[src/rtl/noc_pkg.sv]
// Shared widths, control FSM state encoding and output saturation limits
// for the requantization stage and its neighbours in the NoC datapath.
package noc_pkg;

    localparam int NOC_IN_W    = 32;
    localparam int NOC_OUT_W   = 8;
    localparam int NOC_MULT_W  = 16;
    localparam int NOC_SHIFT_W = 6;

    function automatic longint noc_sat_hi(input int w);
        return (longint'(1) <<< (w - 1)) - 1;
    endfunction

    function automatic longint noc_sat_lo(input int w);
        return -(longint'(1) <<< (w - 1));
    endfunction

    localparam longint NOC_SAT_MAX = noc_sat_hi(NOC_OUT_W);
    localparam longint NOC_SAT_MIN = noc_sat_lo(NOC_OUT_W);

    typedef enum logic [1:0] {
        ST_IDLE,
        ST_RUN,
        ST_FLUSH,
        ST_DONE
    } noc_state_t;

endpackage

[src/rtl/requant_core.sv]
// Two-stage requantizer: stage 1 multiplies, stage 2 rounds, shifts, adds the
// zero point and saturates. Both stages advance together on i_en.
module requant_core
    import noc_pkg::*;
#(
    parameter int IN_W   = NOC_IN_W,
    parameter int OUT_W  = NOC_OUT_W,
    parameter int MULT_W = NOC_MULT_W
) (
    input  logic                     clk,
    input  logic                     rst,
    input  logic                     i_en,
    input  logic                     i_valid,
    input  logic                     i_last,
    input  logic signed [IN_W-1:0]   i_data,
    input  logic signed [MULT_W-1:0] i_mult,
    input  logic [NOC_SHIFT_W-1:0]   i_shift,
    input  logic signed [OUT_W-1:0]  i_zp,
    output logic signed [OUT_W-1:0]  o_data,
    output logic                     o_valid,
    output logic                     o_last
);

    localparam int P_W = IN_W + MULT_W;
    localparam logic signed [P_W+1:0] SAT_HI = (P_W + 2)'(noc_sat_hi(OUT_W));
    localparam logic signed [P_W+1:0] SAT_LO = (P_W + 2)'(noc_sat_lo(OUT_W));

    logic signed [P_W-1:0]   r_prod;
    logic                    r_v1;
    logic                    r_l1;
    logic signed [P_W:0]     w_half;
    logic signed [P_W:0]     w_rnd;
    logic signed [P_W:0]     w_r;
    logic signed [P_W+1:0]   w_y;
    logic signed [OUT_W-1:0] w_sat;

    always_ff @(posedge clk) begin
        if (rst) begin
            r_prod <= '0;
            r_v1   <= 1'b0;
            r_l1   <= 1'b0;
        end else if (i_en) begin
            r_prod <= P_W'(i_data) * P_W'(i_mult);
            r_v1   <= i_valid;
            r_l1   <= i_last;
        end
    end

    // One guard bit above the product keeps the rounding add from overflowing.
    always_comb begin
        w_half = '0;
        if (i_shift != '0) begin
            w_half[i_shift - 1'b1] = 1'b1;
        end
        w_rnd = (P_W + 1)'(r_prod) + w_half;
        w_r   = w_rnd >>> i_shift;
        w_y   = (P_W + 2)'(w_r) + (P_W + 2)'(i_zp);
        if (w_y > SAT_HI) begin
            w_sat = SAT_HI[OUT_W-1:0];
        end else if (w_y < SAT_LO) begin
            w_sat = SAT_LO[OUT_W-1:0];
        end else begin
            w_sat = w_y[OUT_W-1:0];
        end
    end

    always_ff @(posedge clk) begin
        if (rst) begin
            o_data  <= '0;
            o_valid <= 1'b0;
            o_last  <= 1'b0;
        end else if (i_en) begin
            o_data  <= w_sat;
            o_valid <= r_v1;
            o_last  <= r_l1;
        end
    end

endmodule

[src/rtl/noc_requant_stage.sv]
// Requantization stage between the MM core and GELU: job FSM, element counter,
// stream handshake and stream-framing error tracking around requant_core.
//   state    | meaning
//   ST_IDLE  | waiting for start, input not ready
//   ST_RUN   | accepting NUM_ELEMS input beats
//   ST_FLUSH | all beats taken, draining pipeline until the last output leaves
//   ST_DONE  | one-cycle done pulse, then back to idle
module noc_requant_stage
    import noc_pkg::*;
#(
    parameter int IN_W      = NOC_IN_W,
    parameter int OUT_W     = NOC_OUT_W,
    parameter int MULT_W    = NOC_MULT_W,
    parameter int NUM_ELEMS = 4096
) (
    input  logic                     clk,
    input  logic                     rst,
    input  logic                     start,
    input  logic signed [MULT_W-1:0] cfg_mult,
    input  logic [NOC_SHIFT_W-1:0]   cfg_shift,
    input  logic signed [OUT_W-1:0]  cfg_zp,
    input  logic signed [IN_W-1:0]   s_tdata,
    input  logic                     s_tvalid,
    input  logic                     s_tlast,
    output logic                     s_tready,
    output logic signed [OUT_W-1:0]  m_tdata,
    output logic                     m_tvalid,
    output logic                     m_tlast,
    input  logic                     m_tready,
    output logic                     busy,
    output logic                     done,
    output logic                     error
);

    localparam int CNT_W = $clog2(NUM_ELEMS + 1);
    localparam logic [CNT_W-1:0] N_ELEMS  = CNT_W'(NUM_ELEMS);
    localparam logic [CNT_W-1:0] LAST_IDX = CNT_W'(NUM_ELEMS - 1);

    noc_state_t                r_state;
    logic [CNT_W-1:0]          r_count;
    logic signed [MULT_W-1:0]  r_mult;
    logic [NOC_SHIFT_W-1:0]    r_shift;
    logic signed [OUT_W-1:0]   r_zp;
    logic                      r_error;
    logic                      w_adv;
    logic                      w_accept;
    logic                      w_is_last;

    assign w_adv     = !(m_tvalid && !m_tready);
    assign s_tready  = (r_state == ST_RUN) && w_adv && (r_count < N_ELEMS);
    assign w_accept  = s_tvalid && s_tready;
    assign w_is_last = (r_count == LAST_IDX);
    assign busy      = (r_state == ST_RUN) || (r_state == ST_FLUSH);
    assign done      = (r_state == ST_DONE);
    assign error     = r_error;

    always_ff @(posedge clk) begin
        if (rst) begin
            r_state <= ST_IDLE;
            r_count <= '0;
            r_mult  <= '0;
            r_shift <= '0;
            r_zp    <= '0;
            r_error <= 1'b0;
        end else begin
            case (r_state)
                ST_IDLE: begin
                    if (start) begin
                        r_state <= ST_RUN;
                        r_mult  <= cfg_mult;
                        r_shift <= cfg_shift;
                        r_zp    <= cfg_zp;
                        r_count <= '0;
                        r_error <= 1'b0;
                    end
                end
                ST_RUN: begin
                    // Completion follows the count; s_tlast only flags framing errors.
                    if (w_accept) begin
                        r_count <= r_count + 1'b1;
                        if (s_tlast != w_is_last) begin
                            r_error <= 1'b1;
                        end
                        if (w_is_last) begin
                            r_state <= ST_FLUSH;
                        end
                    end
                end
                ST_FLUSH: begin
                    if (m_tvalid && m_tready && m_tlast) begin
                        r_state <= ST_DONE;
                    end
                end
                ST_DONE: r_state <= ST_IDLE;
                default: r_state <= ST_IDLE;
            endcase
        end
    end

    requant_core #(
        .IN_W   (IN_W),
        .OUT_W  (OUT_W),
        .MULT_W (MULT_W)
    ) u_core (
        .clk     (clk),
        .rst     (rst),
        .i_en    (w_adv),
        .i_valid (w_accept),
        .i_last  (w_is_last),
        .i_data  (s_tdata),
        .i_mult  (r_mult),
        .i_shift (r_shift),
        .i_zp    (r_zp),
        .o_data  (m_tdata),
        .o_valid (m_tvalid),
        .o_last  (m_tlast)
    );

endmodule
[config.mk]
export PLATFORM = sky130hd
export DESIGN_NAME = noc_requant_stage
export DESIGN_NICKNAME = d
export VERILOG_FILES = /design/src/rtl/noc_pkg.sv /design/src/rtl/requant_core.sv /design/src/rtl/noc_requant_stage.sv
export SDC_FILE = /design/constraint.sdc
export NUM_CORES = 2
export LEC_CHECK = 0
export BUFFER_PORTS_ARGS = -buffer_cell sky130_fd_sc_hd__clkbuf_2
export CORE_MARGIN = 1
export CORE_UTILIZATION = 50
export DETAILED_ROUTE_END_ITERATION = 10
export PLACE_DENSITY = 0.66
export SYNTH_ARGS = -nofsm -noshare
export SYNTH_HDL_FRONTEND = slang
export SYNTH_HIERARCHICAL = 1
export SYNTH_SLANG_ARGS = --single-unit
[constraint.sdc]
create_clock -name clk -period 13.4 [get_ports clk]
set_input_delay 0.67 -clock clk [delete_from_list [all_inputs] [get_ports clk]]
set_output_delay 0.67 -clock clk [all_outputs]
set_load 0.02 [all_outputs]
==> out/results.ini <==
[clock_network]
cts_root_buffer=clkbuf_16
cts.clk_slew.worst_paths_ns=0.08
post_cts_buffers=0
cts_hold_buf=0
tritoncts=done
clock-sinks=106
cts_buffers=9
post_cts_resized=0
max-clock-path-buffers=2
cts_max_level=3
clk_latency_ns=0.40

[die]
core_um2=64700
row_count=93
start_util=0.5072
io_pins=82
dieArea_um2=66650
die_w_um=258.2
die_h_um=258.2

[synthesis]
syn_area_um2=32810
syn_inst=4125
synthFlopType=dfxtp_1
syn_nets=4898
ys_ff_latch=106
syn_avg_cell_area_um2=7.955
yosysSeqAreaShare=0.06467
yosysTopAreaCellShare=0.2977
yosys.area.top_type=fa_1
synthTopCellsByCount=nand2_1, inv_1, fa_1, nor2_1, a21oi_1
yosysWarnings=6
synthArstFlopShare=0
ys_types=99
yosys.cell_count.top_type=nand2_1
synth.area.top_cells=fa_1, ha_1, nand2_1
synth_edf_count=0

[cells_and_area]
drive_gt1_frac=0.05777
syn2layout_area_growth_pct=3.638
nets=4801
num_antenna_cells=0
post-route-util=0.5256
fillers=6371

[sta]
period_needed_ns=11.17
tns_ns=0
whs_ns=0.4596
drv_slew=0
finalHoldViolations=0
skew_ns=0.01234
timing.final.crit_share=0.8338
finalSetupViolCount=0
clock.fmax_ghz=0.08951
tightest_slew_ns=1.024
maxSlewHeadroom=0.3149
rsz0062_at_grt=no

[setup_path]
worstSetupStartpointType=flop
crit_arrival_ns=11.42
crit_family=compound AO/OA/AOI/OAI gates
cpMaxStageDelayCell=nand3_1
cp_data_required_time_ns=13.64
cpMostUsedCell=a211oi_1
cp-end-kind=flop
crit_buf_inv=4
path_max_fanout=53
critical_path_class=reg -> reg
critPathMaxStageDelay_ns=0.60

[hold_path]
hp-class=reg -> reg

[job]
maxCapViolations=0

[global_route]
grt_pass1_wl_mm=159.6
antenna_found_initial=0
grt_overflow=0
first_global_vias=29410
grt_max_degree=69
track_usage=0.2984

[routing]
antenna_left=0
wl_per_cell_um=20.21
drtIter0Drc=2665
vias=29370
vias_per_cell=6.008
drc=0
drt_wl_total_mm=98.81
drt_pass1_iterations=6

[place]
portBuffers=81
routabilityCongestion=1.043
place_hpwl_mm=78.31

[power_and_ir_drop]
p_per_area_nw_per_um2=239.6
ir_drop_uv=168.1
p_leak_uw=0.01604

[status]
status=complete, no violations

state kept, by name, indices dropped and copies added (netlist names), 2 cells and up:
signal         count
r_count           13
r_mult            16
r_shift            6
r_state            2
r_zp               8
u_core/o_data      8
u_core/r_prod     48
tightest hold or removal path, cell delays in order (launching register included):
cell	delay [ns]
dfxtp_1	0.31
nand2_1	0.05
a21oi_1	0.05
power breakdown:
group / switching (uW) / leakage (uW) / internal [uW]
Sequential: 111 / 0.000877 / 426
Clock: 144 / 0.000162 / 168
Combinational: 4370 / 0.0150 / 2930
worst paths after layout:
path	slack (ns)	startpoint	depth (start not counted)	end
worst max-delay path	2.23	r_shift[0]	35	u_core/o_data[6]
worst min-delay path	0.46	r_mult[0]	2	r_mult[0]
worst max register to register	2.23	r_shift[0]	35	u_core/o_data[6]
worst min register to register	0.46	r_mult[0]	2	r_mult[0]
cell usage in the layout, fill, tap and decap left out, types with 14 or more instances in the layout:
master / instances
nand2_1: 594
inv_1: 553
fa_1: 488
nor2_1: 274
a21oi_1: 236
ha_1: 217
and2_1: 182
o21ai_0: 125
mux2i_1: 100
dfxtp_1: 98
a21o_1: 90
xnor2_1: 85
clkbuf_2: 80
nand3_1: 67
a211oi_1: 57
nand2b_1: 56
nor3_1: 48
nand4_1: 47
xor2_1: 39
a31oi_1: 39
o211ai_1: 33
and3_1: 31
buf_4: 31
o21a_1: 30
o21bai_1: 28
nor2b_1: 22
nor4_1: 19
mux2_2: 19
mux4_2: 18
or3_1: 17
o22ai_1: 15
a211o_1: 14
routing by layer:
| layer | wire length (um) | track usage | up-vias | part of all wire |
|---|---|---|---|---|
| met3 | 6849 | 0.03897 | 190 | 0.069 |
| met2 | 45250 | 0.4864 | 1174 | 0.46 |
| met1 | 43580 | 0.4090 | 14440 | 0.44 |
| li1 | - | - | 13560 | - |
| met4 | 3125 | 0.09845 | 0 | 0.032 |
| met5 | 0 | 0 | - | 0 |
per-stage QoR:
stage	instance area (um^2)	total power [uW]	cells	worst slack, ns
2_1_floorplan	32810	6086	4125	4.032
5_1_grt	34010	9017	4888	1.459
3_5_place_dp	33670	7729	4872	2.503
6_report	34010	8146	4888	2.228
4_1_cts	34010	8085	4888	2.501
3_3_place_gp	33670	7649	4872	2.631
final cells by class:
cell class	count	area, um^2	area share
clock buffers	9	225.2	0.006623
multi-input cells	3242	27740	0.8158
repair buffers	111	633.1	0.01862
inverters	558	2095	0.06159
clock inverters	7	110.1	0.003238
flip-flops and latches	106	2132	0.06270
well taps	855	1070	0.03146
cells by family (layout without fill, tap and decap cells):
| group | count (synthesis) | count (layout) | share of synthesized area |
|---|---|---|---|
| buffers and inverters | 777 | 685 | 0.08988 |
| and+or+nand+nor | 1405 | 1405 | 0.2008 |
| adders and majority gates | 705 | 705 | 0.3805 |
| AOI/OAI and AO/OA | 871 | 871 | 0.1817 |
| xor gates and xnor gates | 124 | 124 | 0.03310 |
| muxes | 137 | 137 | 0.04938 |
| DFF | 106 | 106 | 0.06467 |
(Power assumes the default switching activity.)
